### config.mk
export PLATFORM = sky130hd
export DESIGN_NAME = fifo_stream_reader_flat
export DESIGN_NICKNAME = d
export VERILOG_FILES = /design/src/rtl/fifo_stream_reader_if.sv /design/src/rtl/fifo_stream_reader.sv /design/src/flat_wrapper.sv
export SDC_FILE = /design/constraint.sdc
export NUM_CORES = 1
export LEC_CHECK = 0
export ABC_CLOCK_PERIOD_IN_PS = 2400
export BUFFER_PORTS_ARGS = -buffer_cell sky130_fd_sc_hd__buf_2
export CAP_MARGIN = 20
export CORE_UTILIZATION = 40
export DETAILED_ROUTE_END_ITERATION = 8
export SLEW_MARGIN = 20
export SYNTH_ARGS = -nofsm -noshare
export SYNTH_HDL_FRONTEND = slang
export SYNTH_SLANG_ARGS = --single-unit
### constraint.sdc
create_clock -name clock -period 2.4 [get_ports clock]
set_input_delay 0 -clock clock [delete_from_list [all_inputs] [get_ports clock]]
set_output_delay 0 -clock clock [all_outputs]
set_load 0.005 [all_outputs]
### src/rtl/fifo_stream_reader_if.sv
//------------------------------------------------------------------------------
// Module   : fifo_stream_reader_if
// Brief    : FIFO read-side and valid/ready stream signals of fifo_stream_reader.
//            master = the reader, slave = the FIFO plus downstream consumer.
// Revision : 1.0 - initial release
//------------------------------------------------------------------------------
`default_nettype none

interface fifo_stream_reader_if #(
   parameter int WIDTH = 16
);
   logic             fifo_empty;
   logic [WIDTH-1:0] fifo_q;
   logic             fifo_rdreq;
   logic             out_valid;
   logic [WIDTH-1:0] out_data;
   logic             out_last;
   logic             out_ready;

   modport master (
      input  fifo_empty, fifo_q, out_ready,
      output fifo_rdreq, out_valid, out_data, out_last
   );

   modport slave (
      output fifo_empty, fifo_q, out_ready,
      input  fifo_rdreq, out_valid, out_data, out_last
   );
endinterface

`default_nettype wire

### src/rtl/fifo_stream_reader.sv
//------------------------------------------------------------------------------
// Module   : fifo_stream_reader
// Brief    : Pops a show-ahead FIFO into a 2-entry skid buffer and presents
//            the words as a valid/ready stream, one word per cycle, with
//            out_last on every BURST_LEN-th delivered beat.
//            Optional macro FIFO_READER_STATS_EN adds the saturating
//            words_out / stall_cycles counters.
// Revision : 1.0 - initial release
//------------------------------------------------------------------------------
`default_nettype none

module fifo_stream_reader #(
   parameter int WIDTH     = 16,
   parameter int BURST_LEN = 4
) (
   input  wire logic            clock,
   input  wire logic            reset,
   input  wire logic            enable,
   fifo_stream_reader_if.master bus
`ifdef FIFO_READER_STATS_EN
   ,
   output logic [31:0]          words_out,
   output logic [31:0]          stall_cycles
`endif
);

   localparam int c_cntWidth = (BURST_LEN > 1) ? $clog2(BURST_LEN) : 1;
   localparam logic [c_cntWidth-1:0] c_lastBeat = c_cntWidth'(BURST_LEN - 1);

   // Buffer occupancy encoding
   localparam logic [1:0] c_stEmpty = 2'd0;
   localparam logic [1:0] c_stOne   = 2'd1;
   localparam logic [1:0] c_stTwo   = 2'd2;

   logic [1:0]            r_state;
   logic [1:0]            w_stateNext;
   logic [WIDTH-1:0]      r_entry0;
   logic [WIDTH-1:0]      r_entry1;
   logic [c_cntWidth-1:0] r_beatCnt;
   logic                  w_pop;
   logic                  w_valid;
   logic                  w_take;

   assign w_take = w_valid && bus.out_ready;

   // Occupancy state register
   always_ff @(posedge clock or posedge reset) begin
      if (reset) r_state <= c_stEmpty;
      else       r_state <= w_stateNext;
   end

   // Occupancy transitions from pop/take
   always_comb begin
      w_stateNext = r_state;
      case (r_state)
         c_stEmpty: if (w_pop) w_stateNext = c_stOne;
         c_stOne: begin
            if (w_pop && !w_take)      w_stateNext = c_stTwo;
            else if (!w_pop && w_take) w_stateNext = c_stEmpty;
         end
         c_stTwo:   if (w_take) w_stateNext = c_stOne;
         default:   w_stateNext = c_stEmpty;
      endcase
   end

   // Pop and valid decode from registered state only; the pop is also held off
   // during reset so a reset never consumes a FIFO word
   always_comb begin
      w_pop   = enable && !bus.fifo_empty && (r_state != c_stTwo) && !reset;
      w_valid = (r_state != c_stEmpty);
   end

   // Skid buffer: entry 0 is always the oldest word
   always_ff @(posedge clock or posedge reset) begin
      if (reset) begin
         r_entry0 <= '0;
         r_entry1 <= '0;
      end else begin
         case (r_state)
            c_stEmpty: if (w_pop) r_entry0 <= bus.fifo_q;
            c_stOne: begin
               if (w_pop && w_take)  r_entry0 <= bus.fifo_q;
               else if (w_pop)       r_entry1 <= bus.fifo_q;
            end
            c_stTwo:   if (w_take) r_entry0 <= r_entry1;
            default: ;
         endcase
      end
   end

   // Burst beat counter; only advances on delivered beats, so it survives enable gaps
   always_ff @(posedge clock or posedge reset) begin
      if (reset)       r_beatCnt <= '0;
      else if (w_take) r_beatCnt <= (r_beatCnt == c_lastBeat) ? '0 : r_beatCnt + 1'b1;
   end

   assign bus.fifo_rdreq = w_pop;
   assign bus.out_valid  = w_valid;
   assign bus.out_data   = r_entry0;
   assign bus.out_last   = w_valid && (r_beatCnt == c_lastBeat);

`ifdef FIFO_READER_STATS_EN
   logic [31:0] r_wordsOut;
   logic [31:0] r_stallCycles;

   // Saturating delivered-word and stall-cycle counters
   always_ff @(posedge clock or posedge reset) begin
      if (reset) begin
         r_wordsOut    <= '0;
         r_stallCycles <= '0;
      end else begin
         if (w_take && (r_wordsOut != 32'hFFFF_FFFF))
            r_wordsOut <= r_wordsOut + 32'd1;
         if (w_valid && !bus.out_ready && (r_stallCycles != 32'hFFFF_FFFF))
            r_stallCycles <= r_stallCycles + 32'd1;
      end
   end

   assign words_out    = r_wordsOut;
   assign stall_cycles = r_stallCycles;
`endif

endmodule

`default_nettype wire
### src/flat_wrapper.sv
// flat-port wrapper written by rule: the top's interface ports become plain ports
module fifo_stream_reader_flat 
#(
   parameter int WIDTH     = 16,
   parameter int BURST_LEN = 4
)
  (clock, reset, enable, bus_fifo_empty, bus_fifo_q, bus_out_ready, bus_fifo_rdreq, bus_out_valid, bus_out_data, bus_out_last);
  fifo_stream_reader_if #(.WIDTH(WIDTH)) bus_i ();
  input  wire logic clock;
  input  wire logic reset;
  input  wire logic enable;
  input wire logic [$bits(bus_i.fifo_empty)-1:0] bus_fifo_empty;
  input wire logic [$bits(bus_i.fifo_q)-1:0] bus_fifo_q;
  input wire logic [$bits(bus_i.out_ready)-1:0] bus_out_ready;
  output wire logic [$bits(bus_i.fifo_rdreq)-1:0] bus_fifo_rdreq;
  output wire logic [$bits(bus_i.out_valid)-1:0] bus_out_valid;
  output wire logic [$bits(bus_i.out_data)-1:0] bus_out_data;
  output wire logic [$bits(bus_i.out_last)-1:0] bus_out_last;
  assign bus_i.fifo_empty = bus_fifo_empty;
  assign bus_i.fifo_q = bus_fifo_q;
  assign bus_i.out_ready = bus_out_ready;
  assign bus_fifo_rdreq = bus_i.fifo_rdreq;
  assign bus_out_valid = bus_i.out_valid;
  assign bus_out_data = bus_i.out_data;
  assign bus_out_last = bus_i.out_last;
  fifo_stream_reader #(.WIDTH(WIDTH), .BURST_LEN(BURST_LEN)) u_core (.clock(clock), .reset(reset), .enable(enable), .bus(bus_i));
endmodule
Word level (Yosys, flattened, before mapping) --
Cells that the tools add are included. Widths: inputs -> output; s select.
Storage, ports and cells: output and inout bits 19, logic and storage cells 42, input bits 21, bits in registers 36
Cells by class: reductions and logical operators 18, bitwise logic cells 1, eq/ne operators 8, multiplexer cells 10, $add $sub $neg 1
Operator list (count):
- $mux 16 | 3
- $pmux 16 s3 | 1
- $mux 2 | 5
- $logic_and 1x1->1 | 8
- $ne 2x1->1 const B | 3
- $pmux 2 s3 | 1
- $reduce_and 3->1 | 2
- $eq 2x2->1 const B | 2
- $logic_not 1->1 | 4
- $reduce_and 4->1 | 1
- $ne 3x1->1 const B | 1
- $reduce_bool 3->1 | 1
- $add 2x1->2 const B | 1
- $eq 2x1->1 const B | 1
- $logic_not 2->1 | 1
- $ne 2x2->1 const B | 1
- $reduce_bool 2->1 | 1
- $not 1->1 | 1

Longest topological paths before layout --
depth after elaboration 9, mapped depth 6, depth with buffers taken out 3

Worst setup path after synthesis --
Ideal clock, no wire load.
path type register to register, start point reg u_core.r_state[1], end point reg u_core.r_entry0[2], in the netlist u_core.bus.out_data[2], buffers on the path 3, stages on the path, launching flop included 7, setup time 0.125 ns, arrival 1.734 ns, data required time 2.275 ns, clock period less this slack 1.859 ns, path slack 0.541 ns, path through dfrtp_1 -> buf_2 -> nor2b_1 -> buf_2 -> clkbuf_1 -> mux2_2 -> mux2_2
On the way: longest elaborated chain between the ends 6, elaborated cells between the ends (all ways) 15, those cells by class eq/ne (6); mux (1); reduce/logical (8)
Ends and longest elaborated chain:
- start, declared | RTL line fifo_stream_reader.sv:35 | logic [1:0] r_state;
- start signal, assigned | RTL line fifo_stream_reader.sv:48 | if (reset) r_state <= c_stEmpty;
- start signal, assigned | RTL line fifo_stream_reader.sv:49 | else r_state <= w_stateNext;
- $ne 2x2->1 | RTL line fifo_stream_reader.sv:69 | w_pop = enable && !bus.fifo_empty && (r_state != c_stTwo) && !reset;
- $logic_and 1x1->1 (2 in series) | RTL line fifo_stream_reader.sv:69
- $logic_and 1x1->1 | RTL line fifo_stream_reader.sv:82 | if (w_pop && w_take) r_entry0 <= bus.fifo_q;
- $ne 2x1->1 (no line)
- $reduce_and 4->1 (no line)
- end signal, assigned | RTL line fifo_stream_reader.sv:80 | c_stEmpty: if (w_pop) r_entry0 <= bus.fifo_q;
- end signal, assigned | RTL line fifo_stream_reader.sv:82
- end signal, assigned | RTL line fifo_stream_reader.sv:85 | c_stTwo: if (w_take) r_entry0 <= r_entry1;
- end, declared | RTL line fifo_stream_reader.sv:37 | logic [WIDTH-1:0] r_entry0;
Parallel ways exist; a longest one is shown, timed or not. A chain may end at the register's enable or synchronous reset.

Final worst setup path --
start point in reset, end point reg u_core.r_entry1[7]
On the way: longest elaborated chain between the ends 5
Ends and longest elaborated chain:
- start, declared | RTL line flat_wrapper.sv:10 | input wire logic reset;
- $logic_not 1->1 (no line) (*)
- $logic_and 1x1->1 (*) | RTL line fifo_stream_reader.sv:69
- $logic_and 1x1->1 | RTL line fifo_stream_reader.sv:82
- $not 1->1 (no line)
- $reduce_and 3->1 (no line) (*)
- end signal, assigned | RTL line fifo_stream_reader.sv:83 | else if (w_pop) r_entry1 <= bus.fifo_q;
- end, declared | RTL line fifo_stream_reader.sv:38 | logic [WIDTH-1:0] r_entry1;
Every way passes the cells marked *; elsewhere a longest branch is shown, timed or not.

==> run summary <==
boundary pin count: 40
mean instance size in the synthesized netlist: 15.1 sq um
synthesized flop and latch total: 36
measured slew at the worst slew-check pin: 0.856 ns
TritonCTS clock tree: yes
total global routing overflow: 0
starting utilization of the core area: 42.0%
core area: 0.00403 sq mm
clock sink count: 36
Final min period: 2.17 ns
sequential area share after synthesis: 53.2%
critical setup path kind: in2reg
signed area change from the synthesized netlist to the final layout: 30.0%
first-pass iteration count of the detailed router: 3
fill cell total of the finished layout: 355
Sw Ratio: 25.2%
DRT antenna net count: 0
# nets final: 194
vias in the first global route: 1,033
final weighted congestion in routability-driven placement: 0.701
largest buffer count on any clock path: 2
total power divided by cell area: 885 mW/mm^2
Post-Synthesis Net Count: 134
die height: 67.1 um
path type of the worst min-delay path: in2reg
Slew headroom: 42.9%
Max Clock Freq: 460 MHz
count of cell types in the netlist: 24
number of buffers created by CTS: 5
CTS resizes: 0
critical path capture point type: flip-flop
setup tns final: 0 ns
largest net degree at the start of global routing: 21
first-pass GRT wire length: 4870 um
critical path data required time: 2.57 ns
DR vias: 1,052
routed via count divided by cell count: 4.72
share of cells above drive strength 1: 59.5%
peak supply drop: 0.476 mV
cell-by-cell trace of the critical path: dlygate4sd3_1, buf_2, or3b_1, or3b_1, mux2_4
library cell appearing most often on the critical path: sky130_fd_sc_hd__or3b_1
GRT Resource Usage Total: 15.2%
sequential share of power: 47.3%
Psw: 0.492 mW
final setup violation count: 0
number of cell rows: 23
Sequential Area: 901 sq um
cell count after placement: 198
DR WL/cell: 13.5 um
buffers added on ports: 39
count of max-cap constraint violations: 0
worst-path fanout max: 17
Final Instance Count excl. Fillers: 223
max-slew violation total from the final report: 0
internal power of the cells: 1.46 mW
cell at the slowest stage of the critical path: sky130_fd_sc_hd__or3b_1
initial antenna violation count: 0
RSZ-0062 raised after global routing: no
die outline width: 67.1 um
leading cell type in the layout, fill and taps excluded: sky130_fd_sc_hd__mux2_2
Die Footprint: 0.00450 sq mm
total number of H-tree levels: 2
count of warnings emitted by yosys: 0
synthesized instance count: 112
count of antenna diodes in the layout: 0
worst clock skew on the final layout: 0.00593 ns
highest-count cells in the layout ignoring fill and taps: sky130_fd_sc_hd__mux2_2, sky130_fd_sc_hd__buf_2, sky130_fd_sc_hd__dfrtp_1
combinational share of power: 25.9%
part of the power in the clock network: 26.8%
largest stage delay on the critical path: 0.76 ns
Root Buffer Master: sky130_fd_sc_hd__clkbuf_8
worst skew pair latency: 0.28 ns
outcome: finished clean
area used by multi-input combinational logic: 728 sq um
CP Buf/Inv Count: 2
Data arrival, critical path: 2.34 ns
Residual DRC: 0
category of cells accounting for the largest share of critical-path delay: simple AND/OR/NAND/NOR gates
cell area after synthesis: 0.00169 sq mm
crit start category: input port
Final period util: 90.6%
Detailed Place HPWL: 2110 um
post-CTS clock slew at the launch and capture registers of the worst setup and hold paths: 0.07 ns
wire length reported by the detailed router: 3010 um
leakage power: 1.07 nW
Final Hold Violating Endpoints: 0
Detailed Route Iter0 Violations: 68
==> power by group through the flow <==
stage                     combinational (mW)  clock, mW  sequential, mW
after floorplan                        0.307          0           0.925
after global placement                 0.470          0           0.926
after detailed placement               0.494          0           0.934
after CTS                              0.516      0.544           0.926
after global routing                   0.557      0.565           0.950
final                                  0.504      0.523           0.923
==> state kept, by name, summed over array words and instances (netlist names) <==
name,flops
u_core.bus.out_data,16
u_core.r_state,2
u_core.r_entry1,16
u_core.r_beatCnt,2
==> path summary, 6_finish.rpt <==
path / from / endpoint / slack (ns) / cells past startpoint
hold / removal: bus_out_ready / u_core.r_state[0] / 0.09 / 3
setup reg to reg: u_core.r_state[0] / u_core.r_entry1[7] / 0.33 / 3
max in group asynchronous: reset / u_core.bus.out_data[9] / 1.32 / 4
hold reg to reg: u_core.bus.out_data[9] / u_core.bus.out_data[9] / 0.50 / 1
setup / recovery: reset / u_core.r_entry1[7] / 0.23 / 5
min in group asynchronous: reset / u_core.bus.out_data[1] / 0.37 / 3
==> logic make-up after synthesis <==
logic type      count (synthesis)  share of synthesized area (%)
simple gates                   12                           4.14
compound gates                  5                           2.81
mux                            50                           35.2
flops                          36                           53.2
fa+ha+maj                       1                          0.738
buf+inv                         8                           3.99
==> worst register-to-register path, stage by stage, from the launching register on <==
cell and delay (ns):
sky130_fd_sc_hd__dfrtp_1 0.43, sky130_fd_sc_hd__nor2b_1 0.33, sky130_fd_sc_hd__or3b_1 0.75, sky130_fd_sc_hd__mux2_4 0.44
==> synth_stat cells <==
library cell	n	area, sq um
sky130_fd_sc_hd__a21o_1	1	7.51
sky130_fd_sc_hd__and2_1	1	6.26
sky130_fd_sc_hd__buf_12	1	20.0
sky130_fd_sc_hd__buf_2	2	10.0
sky130_fd_sc_hd__buf_4	1	7.51
sky130_fd_sc_hd__buf_6	2	22.5
sky130_fd_sc_hd__clkbuf_1	1	3.75
sky130_fd_sc_hd__dfrtp_1	36	901
sky130_fd_sc_hd__ha_1	1	12.5
sky130_fd_sc_hd__inv_1	1	3.75
sky130_fd_sc_hd__mux2_2	40	450
sky130_fd_sc_hd__mux2_4	9	135
sky130_fd_sc_hd__mux2i_1	1	10.0
sky130_fd_sc_hd__nand2_1	3	11.3
sky130_fd_sc_hd__nand3b_1	1	7.51
sky130_fd_sc_hd__nor2_1	1	3.75
sky130_fd_sc_hd__nor2b_1	2	12.5
sky130_fd_sc_hd__nor3_1	1	5.00
sky130_fd_sc_hd__o21a_1	1	7.51
sky130_fd_sc_hd__o21ai_0	1	5.00
sky130_fd_sc_hd__o22ai_1	1	6.26
sky130_fd_sc_hd__o31ai_4	1	21.3
sky130_fd_sc_hd__or2_2	1	6.26
sky130_fd_sc_hd__or3b_1	2	17.5
==> layout make-up <==
class                           count  share of cell area (%)
Timing Repair Buffer               60                    18.0
Clock inverter                      3                    1.93
Inverter                            1                   0.170
Clock buffer                        5                    3.13
Tap cell                           50                    2.84
Multi-Input combinational cell     68                    33.1
Sequential cell                    36                    40.9
==> repair_timing <==
action,in CTS,in global routing
hold endpoints to repair,32,0
hold buffers,17,0
setup buffers,0,0
==> layer usage <==
metal,track usage [%],up-vias,part of all wire [%]
li1,-,518,-
met1,19.3,499,46
met2,23.5,28,47
met3,4.28,7,5.8
met4,7.18,0,1.5
met5,0,-,0
==> per-stage QoR <==
step | instance area [sq um] | power (mW) | setup WS [ns] | hold slack [ns] | util (%)
finish | 2200 | 1.95 | 0.225 | 0.0944 | 54.7
global route | 2200 | 2.07 | 0.113 | 0.134 | 54.7
CTS | 2200 | 1.99 | 0.220 | 0.0851 | 54.7
detailed placement | 1920 | 1.43 | 0.328 | 0.124 | 47.7
global placement | 1920 | 1.40 | 0.398 | 0.117 | 47.7
floorplan | 1690 | 1.23 | 0.541 | 0.149 | -
No activity file was read; power rests on OpenSTA's default activity.
